`config.mk`:
```
export PLATFORM = sky130hd
export DESIGN_NAME = iterative_divider_flat
export DESIGN_NICKNAME = d
export VERILOG_FILES = /design/src/rtl/iterative_divider_if.sv /design/src/rtl/iterative_divider.sv /design/src/flat_wrapper.sv
export SDC_FILE = /design/constraint.sdc
export NUM_CORES = 1
export LEC_CHECK = 0
export CAP_MARGIN = 20
export CORE_MARGIN = 2
export CORE_UTILIZATION = 40
export CTS_BUF_LIST = sky130_fd_sc_hd__clkbuf_16
export CTS_CLUSTER_DIAMETER = 120
export DETAILED_ROUTE_END_ITERATION = 6
export GPL_TIMING_DRIVEN = 0
export PLACE_DENSITY = 0.7
export SKIP_LAST_GASP = 1
export SLEW_MARGIN = 0
export SYNTH_ARGS = -nofsm -noshare
export SYNTH_HDL_FRONTEND = slang
export SYNTH_SLANG_ARGS = --single-unit
```
`constraint.sdc`:
```
create_clock -name clk -period 3.9 [get_ports clk]
set_input_delay 0.78 -clock clk [delete_from_list [all_inputs] [get_ports clk]]
set_output_delay 0.78 -clock clk [all_outputs]
set_load 0.05 [all_outputs]
```
`src/rtl/iterative_divider_if.sv`:
```
// Request/response bundle between the control unit and the iterative divider.
// Handshake: start is taken only while busy=0; once taken, busy stays high until done pulses for one cycle.
interface iterative_divider_if #(
  parameter int WIDTH = 32
);
  logic             start;
  logic             is_signed;
  logic [WIDTH-1:0] dividend;
  logic [WIDTH-1:0] divisor;
  logic             busy;
  logic             done;
  logic [WIDTH-1:0] quotient;
  logic [WIDTH-1:0] remainder;
  logic             div_by_zero;

  modport master (
    output start, is_signed, dividend, divisor,
    input  busy, done, quotient, remainder, div_by_zero
  );

  modport slave (
    input  start, is_signed, dividend, divisor,
    output busy, done, quotient, remainder, div_by_zero
  );
endinterface

```
`src/rtl/iterative_divider.sv`:
```
// Multi-cycle restoring divider (DIV/DIVU): one trial subtraction per cycle, WIDTH iterations.
// Define DIV_SIGNED_EN to honour is_signed; otherwise every operation is unsigned.
module iterative_divider #(
  parameter int WIDTH = 32
) (
  input  logic                clk,
  input  logic                rst_n,
  iterative_divider_if.slave  bus,
  output logic [1:0]          dbg_state_o
);

  localparam int CW = $clog2(WIDTH);

  typedef enum logic [1:0] {
    S_IDLE = 2'd0,
    S_RUN  = 2'd1,
    S_FIX  = 2'd2
  } state_e;

  state_e           state_q, state_d;
  logic [CW-1:0]    cnt_q, cnt_d;
  logic [WIDTH-1:0] rem_q, rem_d;
  logic [WIDTH-1:0] quo_q, quo_d;
  logic [WIDTH-1:0] dvs_q, dvs_d;
  logic             neg_quo_q, neg_quo_d;
  logic             neg_rem_q, neg_rem_d;
  logic             dbz_q, dbz_d;
  logic [WIDTH-1:0] quot_out_q, quot_out_d;
  logic [WIDTH-1:0] rem_out_q, rem_out_d;
  logic             dbz_out_q, dbz_out_d;
  logic             done_q, done_d;

  logic             signed_op;
  logic             dvd_neg;
  logic             dvs_neg;
  logic [WIDTH-1:0] abs_dvd;
  logic [WIDTH-1:0] abs_dvs;
  logic [WIDTH:0]   shifted;
  logic [WIDTH:0]   trial;

`ifdef DIV_SIGNED_EN
  assign signed_op = bus.is_signed;
`else
  logic unused_is_signed;
  assign signed_op        = 1'b0;
  assign unused_is_signed = bus.is_signed;
`endif

  assign dvd_neg = signed_op & bus.dividend[WIDTH-1];
  assign dvs_neg = signed_op & bus.divisor[WIDTH-1];
  assign abs_dvd = dvd_neg ? -bus.dividend : bus.dividend;
  assign abs_dvs = dvs_neg ? -bus.divisor  : bus.divisor;

  // rem < |divisor| keeps the trial value inside WIDTH+1 signed bits.
  assign shifted = {rem_q, quo_q[WIDTH-1]};
  assign trial   = shifted - {1'b0, dvs_q};

  always_ff @(posedge clk or negedge rst_n) begin
    if (!rst_n) begin
      state_q    <= S_IDLE;
      cnt_q      <= '0;
      rem_q      <= '0;
      quo_q      <= '0;
      dvs_q      <= '0;
      neg_quo_q  <= 1'b0;
      neg_rem_q  <= 1'b0;
      dbz_q      <= 1'b0;
      quot_out_q <= '0;
      rem_out_q  <= '0;
      dbz_out_q  <= 1'b0;
      done_q     <= 1'b0;
    end else begin
      state_q    <= state_d;
      cnt_q      <= cnt_d;
      rem_q      <= rem_d;
      quo_q      <= quo_d;
      dvs_q      <= dvs_d;
      neg_quo_q  <= neg_quo_d;
      neg_rem_q  <= neg_rem_d;
      dbz_q      <= dbz_d;
      quot_out_q <= quot_out_d;
      rem_out_q  <= rem_out_d;
      dbz_out_q  <= dbz_out_d;
      done_q     <= done_d;
    end
  end

  always_comb begin
    state_d    = state_q;
    cnt_d      = cnt_q;
    rem_d      = rem_q;
    quo_d      = quo_q;
    dvs_d      = dvs_q;
    neg_quo_d  = neg_quo_q;
    neg_rem_d  = neg_rem_q;
    dbz_d      = dbz_q;
    quot_out_d = quot_out_q;
    rem_out_d  = rem_out_q;
    dbz_out_d  = dbz_out_q;
    done_d     = 1'b0;

    unique case (state_q)
      S_IDLE: begin
        if (bus.start) begin
          if (bus.divisor == '0) begin
            // Divide-by-zero skips the iterations; FIX passes the raw dividend through.
            quo_d     = '1;
            rem_d     = bus.dividend;
            dvs_d     = '0;
            neg_quo_d = 1'b0;
            neg_rem_d = 1'b0;
            dbz_d     = 1'b1;
            state_d   = S_FIX;
          end else begin
            quo_d     = abs_dvd;
            rem_d     = '0;
            dvs_d     = abs_dvs;
            neg_quo_d = dvd_neg ^ dvs_neg;
            neg_rem_d = dvd_neg;
            dbz_d     = 1'b0;
            cnt_d     = CW'(WIDTH - 1);
            state_d   = S_RUN;
          end
        end
      end

      S_RUN: begin
        if (!trial[WIDTH]) begin
          rem_d = trial[WIDTH-1:0];
          quo_d = {quo_q[WIDTH-2:0], 1'b1};
        end else begin
          rem_d = shifted[WIDTH-1:0];
          quo_d = {quo_q[WIDTH-2:0], 1'b0};
        end
        if (cnt_q == '0) begin
          state_d = S_FIX;
        end else begin
          cnt_d = cnt_q - 1'b1;
        end
      end

      S_FIX: begin
        quot_out_d = neg_quo_q ? -quo_q : quo_q;
        rem_out_d  = neg_rem_q ? -rem_q : rem_q;
        dbz_out_d  = dbz_q;
        done_d     = 1'b1;
        state_d    = S_IDLE;
      end

      default: begin
        state_d = S_IDLE;
      end
    endcase
  end

  assign bus.busy        = (state_q != S_IDLE);
  assign bus.done        = done_q;
  assign bus.quotient    = quot_out_q;
  assign bus.remainder   = rem_out_q;
  assign bus.div_by_zero = dbz_out_q;
  assign dbg_state_o     = state_q;

endmodule
```
`src/flat_wrapper.sv`:
```
// flat-port wrapper written by rule: the top's interface ports become plain ports
module iterative_divider_flat 
#(
  parameter int WIDTH = 32
)
  (clk, rst_n, dbg_state_o, bus_start, bus_is_signed, bus_dividend, bus_divisor, bus_busy, bus_done, bus_quotient, bus_remainder, bus_div_by_zero);
  iterative_divider_if #(.WIDTH(WIDTH)) bus_i ();
  input  logic clk;
  input  logic rst_n;
  output logic [1:0] dbg_state_o;
  input wire logic [$bits(bus_i.start)-1:0] bus_start;
  input wire logic [$bits(bus_i.is_signed)-1:0] bus_is_signed;
  input wire logic [$bits(bus_i.dividend)-1:0] bus_dividend;
  input wire logic [$bits(bus_i.divisor)-1:0] bus_divisor;
  output wire logic [$bits(bus_i.busy)-1:0] bus_busy;
  output wire logic [$bits(bus_i.done)-1:0] bus_done;
  output wire logic [$bits(bus_i.quotient)-1:0] bus_quotient;
  output wire logic [$bits(bus_i.remainder)-1:0] bus_remainder;
  output wire logic [$bits(bus_i.div_by_zero)-1:0] bus_div_by_zero;
  assign bus_i.start = bus_start;
  assign bus_i.is_signed = bus_is_signed;
  assign bus_i.dividend = bus_dividend;
  assign bus_i.divisor = bus_divisor;
  assign bus_busy = bus_i.busy;
  assign bus_done = bus_i.done;
  assign bus_quotient = bus_i.quotient;
  assign bus_remainder = bus_i.remainder;
  assign bus_div_by_zero = bus_i.div_by_zero;
  iterative_divider #(.WIDTH(WIDTH)) u_core (.clk(clk), .rst_n(rst_n), .bus(bus_i), .dbg_state_o(dbg_state_o));
endmodule
```
==> results of run 1 <==
[worst register-to-register path, stage by stage, from the launching register on]
cell and delay [ns]:
dfrtp_1 0.40, ha_1 0.23, fa_1 0.40, nand2b_1 0.22, a21o_1 0.19, a2111o_1 0.43, a31oi_1 0.56, a211oi_1 0.20
xnor2_1 0.34, nand3_1 0.15, a32oi_1 0.23
[final cells by class]
class                      count  area [sq um]
multi-input combinational    733          4760
inverter                      46           173
fill                        2232         11400
timing repair buffer         137          1390
tap                          319           399
buffer                        57           224
clock inverter                15           201
clock buffer                  17           425
sequential                   170          4250
[cells in the final DEF (no fill, tap or decap), types with 5 or more instances in the layout]
cell type / instances
a211oi_1: 5
a21o_1: 12
a21oi_1: 75
a21oi_2: 5
a31oi_1: 15
and2_1: 5
and3_1: 6
and4_1: 9
buf_1: 10
buf_2: 8
clkbuf_1: 39
clkbuf_16: 17
clkdlybuf4s50_1: 134
dfrtp_1: 170
ha_1: 34
inv_1: 45
inv_8: 5
mux2_2: 63
mux2i_1: 13
nand2_1: 121
nand2b_1: 6
nand3_1: 14
nand4_1: 5
nor2_1: 78
nor3_1: 45
nor4_1: 14
o211ai_1: 9
o21a_1: 6
o21ai_0: 66
o21ai_1: 18
o21bai_1: 5
o31ai_1: 31
xnor2_1: 16
xor2_1: 10
[final timing paths]
check	from	end	slack [ns]
max in group asynchronous	rst_n	u_core.dvs_q[21]	2.71
min in group clk	u_core.dbz_q	u_core.dbz_q	0.49
max	u_core.dvs_q[0]	u_core.rem_q[26]	0.47
max reg2reg	u_core.dvs_q[0]	u_core.rem_q[26]	0.47
min	rst_n	u_core.dvs_q[6]	0.23
min reg2reg	u_core.dbz_q	u_core.dbz_q	0.49
[layer usage]
metal / track usage (%) / wire (um) / vias up
li1: - / - / 3911
met1: 32.4 / 12600 / 4067
met2: 39.4 / 13900 / 334
met3: 4.87 / 2000 / 48
met4: 6.80 / 661 / 0
met5: 0 / 0 / -
[through the flow]
stage	instances	setup WS [ns]	setup TNS (ns)	area, sq um
2_1_floorplan	1006	1.26	0	9410
3_3_place_gp	1460	-5.04	-854.19	11200
3_5_place_dp	1462	0.291	0	11200
4_1_cts	1494	0.511	0	11800
5_1_grt	1494	0.307	0	11800
6_report	1494	0.469	0	11800
[sequential cells by signal, summed over array words and instances, names as in the netlist]
register / flops
u_core.dbz_q: 1
u_core.quo_q: 32
u_core.bus.done: 1
u_core.cnt_q: 5
u_core.bus.div_by_zero: 1
u_core.bus.remainder: 32
u_core.rem_q: 32
u_core.bus.quotient: 32
u_core.dvs_q: 32
u_core.dbg_state_o: 2
[logic make-up after synthesis]
logic type | count (synthesis) | synth area share [%]
xor gates and xnor gates | 26 | 2.42
AOI/OAI and AO/OA | 277 | 18.7
buffers and inverters | 103 | 4.22
adders and majority gates | 35 | 4.74
and+or+nand+nor | 318 | 15.6
muxes | 77 | 9.08
DFF | 170 | 45.2
[power groups by stage]
stage	combinational (mW)	sequential, mW	clock, mW
finish	7.33	3.02	1.79
global route	8.08	3.08	1.88
floorplan	5.09	3.11	0
global placement	7.05	3.03	0
detailed placement	7.16	3.05	0
CTS	7.23	3.01	1.81
==> results.json, run 1 <==
{
  "clk_pin_slew_worst_paths_ns": 0.07,
  "postLayoutCoreUtil_pct": 50.8,
  "crit_slowest_cell": "a31oi_1",
  "diodes": 0,
  "dieArea_sq_um": 24800,
  "p_int_mw": 6.20,
  "worst_pin_slew_ns": 0.715,
  "p_comb_share_pct": 60.3,
  "path_buf_inv": 0,
  "route.detailed.drc": 0,
  "drive_gt1_share_pct": 11.0,
  "fin_skew_ns": 0.0121,
  "max_slew_margin_pct": 52.3,
  "critPathMaxFanout": 4,
  "postCtsSetupBuffers": 0,
  "cp.depth": 10,
  "synth.avg_cell_area_sq_um": 9.35,
  "syn_inst": 1006,
  "synth_area_leaders": "dfrtp_1 (45%), mux2_2 (7.5%), nand2_1 (4.8%)",
  "finalNetCount": 1265,
  "vias_per_cell": 5.60,
  "p_per_area_nw_per_um2": 1030,
  "power.clock.fraction_pct": 14.8,
  "yosys_register_bits": 170,
  "cts_tree": "yes",
  "timing.max_cap.violations": 0,
  "grt_pass1_wl_um": 45700,
  "worstHoldPathType": "in -> async",
  "r2r_cells": 10,
  "synth.distinct_cells": 67,
  "synth_common_cells": "dfrtp_1 (170), nand2_1 (121), nor2_1 (78)",
  "wl_per_cell_um": 19.5,
  "core_area_sq_um": 23300,
  "synth-async-reset-ratio_pct": 100,
  "yosys_warnings": 0,
  "yosysMostFrequentCell": "dfrtp_1",
  "crit_family": "compound AO/OA/AOI/OAI gates",
  "ir_drop_mv": 0.404,
  "setup_viol": 0,
  "dr.pass1.iters": 5,
  "ys.flop_type": "dfrtp_1",
  "antenna_found_initial": 0,
  "hold_ws_ns": 0.232,
  "cts_root_buf": "clkbuf_16",
  "rows": 56,
  "timing.final.crit_share_pct": 88.0,
  "worst_ep_required_time_ns": 4.26,
  "placement.io_buffers": 135,
  "grt_pass1_vias": 8186,
  "power_frac_seq_pct": 24.9,
  "die-width_um": 157,
  "cp-end-kind": "flop",
  "synth-edff-count": 0,
  "vias": 8360,
  "slew_violations": 0,
  "drtIter0Drc": 887,
  "ctsHoldBuffers": 0,
  "antenna_left": 0,
  "clkSinkCount": 170,
  "worstSetupStartpointType": "flop",
  "finalCriticalPeriod_ns": 3.43,
  "h-tree-depth": 4,
  "switchingPower_mw": 5.95,
  "synth_largest_area_cell": "dfrtp_1",
  "clk_path_buf_depth": 2,
  "fp.dieH_um": 157,
  "initial_utilization_pct": 40.4,
  "overflow": 0,
  "synth_seq_area_share_pct": 45.2,
  "syn_nets": 1109,
  "clk_latency_ns": 0.45,
  "max_freq_mhz": 291,
  "syn_area_sq_um": 9410,
  "arrival_ns": 3.80,
  "track_usage_pct": 24.1,
  "io_pins": 137,
  "outcome": "complete, no violations",
  "p_leak_nw": 4.96,
  "crit_chain": "ha_1, fa_1, nand2b_1, a21o_1, a2111o_1, a31oi_1, a211oi_1, xnor2_1, nand3_1, a32oi_1",
  "yosysTopAreaCellShare_pct": 45.2,
  "power.total_mw": 12.1,
  "rsz0062_at_grt": "no",
  "routabilityCongestion": 0.904,
  "switching_share_pct": 49.0,
  "hold_violations": 0,
  "area_growth_pct": 25.7,
  "cts_made_buffers": 17,
  "critPathKind": "reg -> reg",
  "grt_max_degree": 121,
  "cts_resized": 0,
  "dp.final_hpwl_um": 22200,
  "max_stage_delay_ns": 0.56,
  "wl_um": 29200
}
(Power assumes the default switching activity.)
==> run 2: changes to the inputs <==
==> constraint.sdc (replaced) <==
create_clock -name clk -period 3.9 [get_ports clk]
set_input_delay 0.585 -clock clk [delete_from_list [all_inputs] [get_ports clk]]
set_output_delay 0.585 -clock clk [all_outputs]
set_load 0.05 [all_outputs]
==> results of run 2 <==
Same layout as run 1 (identical final DEF). Status: complete, no violations.
Main changes from that run: setup slack after placement 0.291 ns -> 0.486 ns; hold slack 0.232 ns -> 0.0373 ns
==> run 3: changes to the inputs <==
==> constraint.sdc (replaced) <==
create_clock -name clk -period 3.7 [get_ports clk]
set_input_delay 0.555 -clock clk [delete_from_list [all_inputs] [get_ports clk]]
set_output_delay 0.555 -clock clk [all_outputs]
set_load 0.05 [all_outputs]
==> results of run 3 <==
Same layout as run 1 (identical final DEF). Status: complete, no violations.
Main changes from that run: setup slack after placement 0.291 ns -> 0.316 ns; setup slack after layout 0.469 ns -> 0.269 ns; hold slack 0.232 ns -> 0.00728 ns; register-to-register setup slack 0.47 ns -> 0.27 ns; total power 12.1 mW -> 12.8 mW; worst IR drop on VDD 0.404 mV -> 0.425 mV
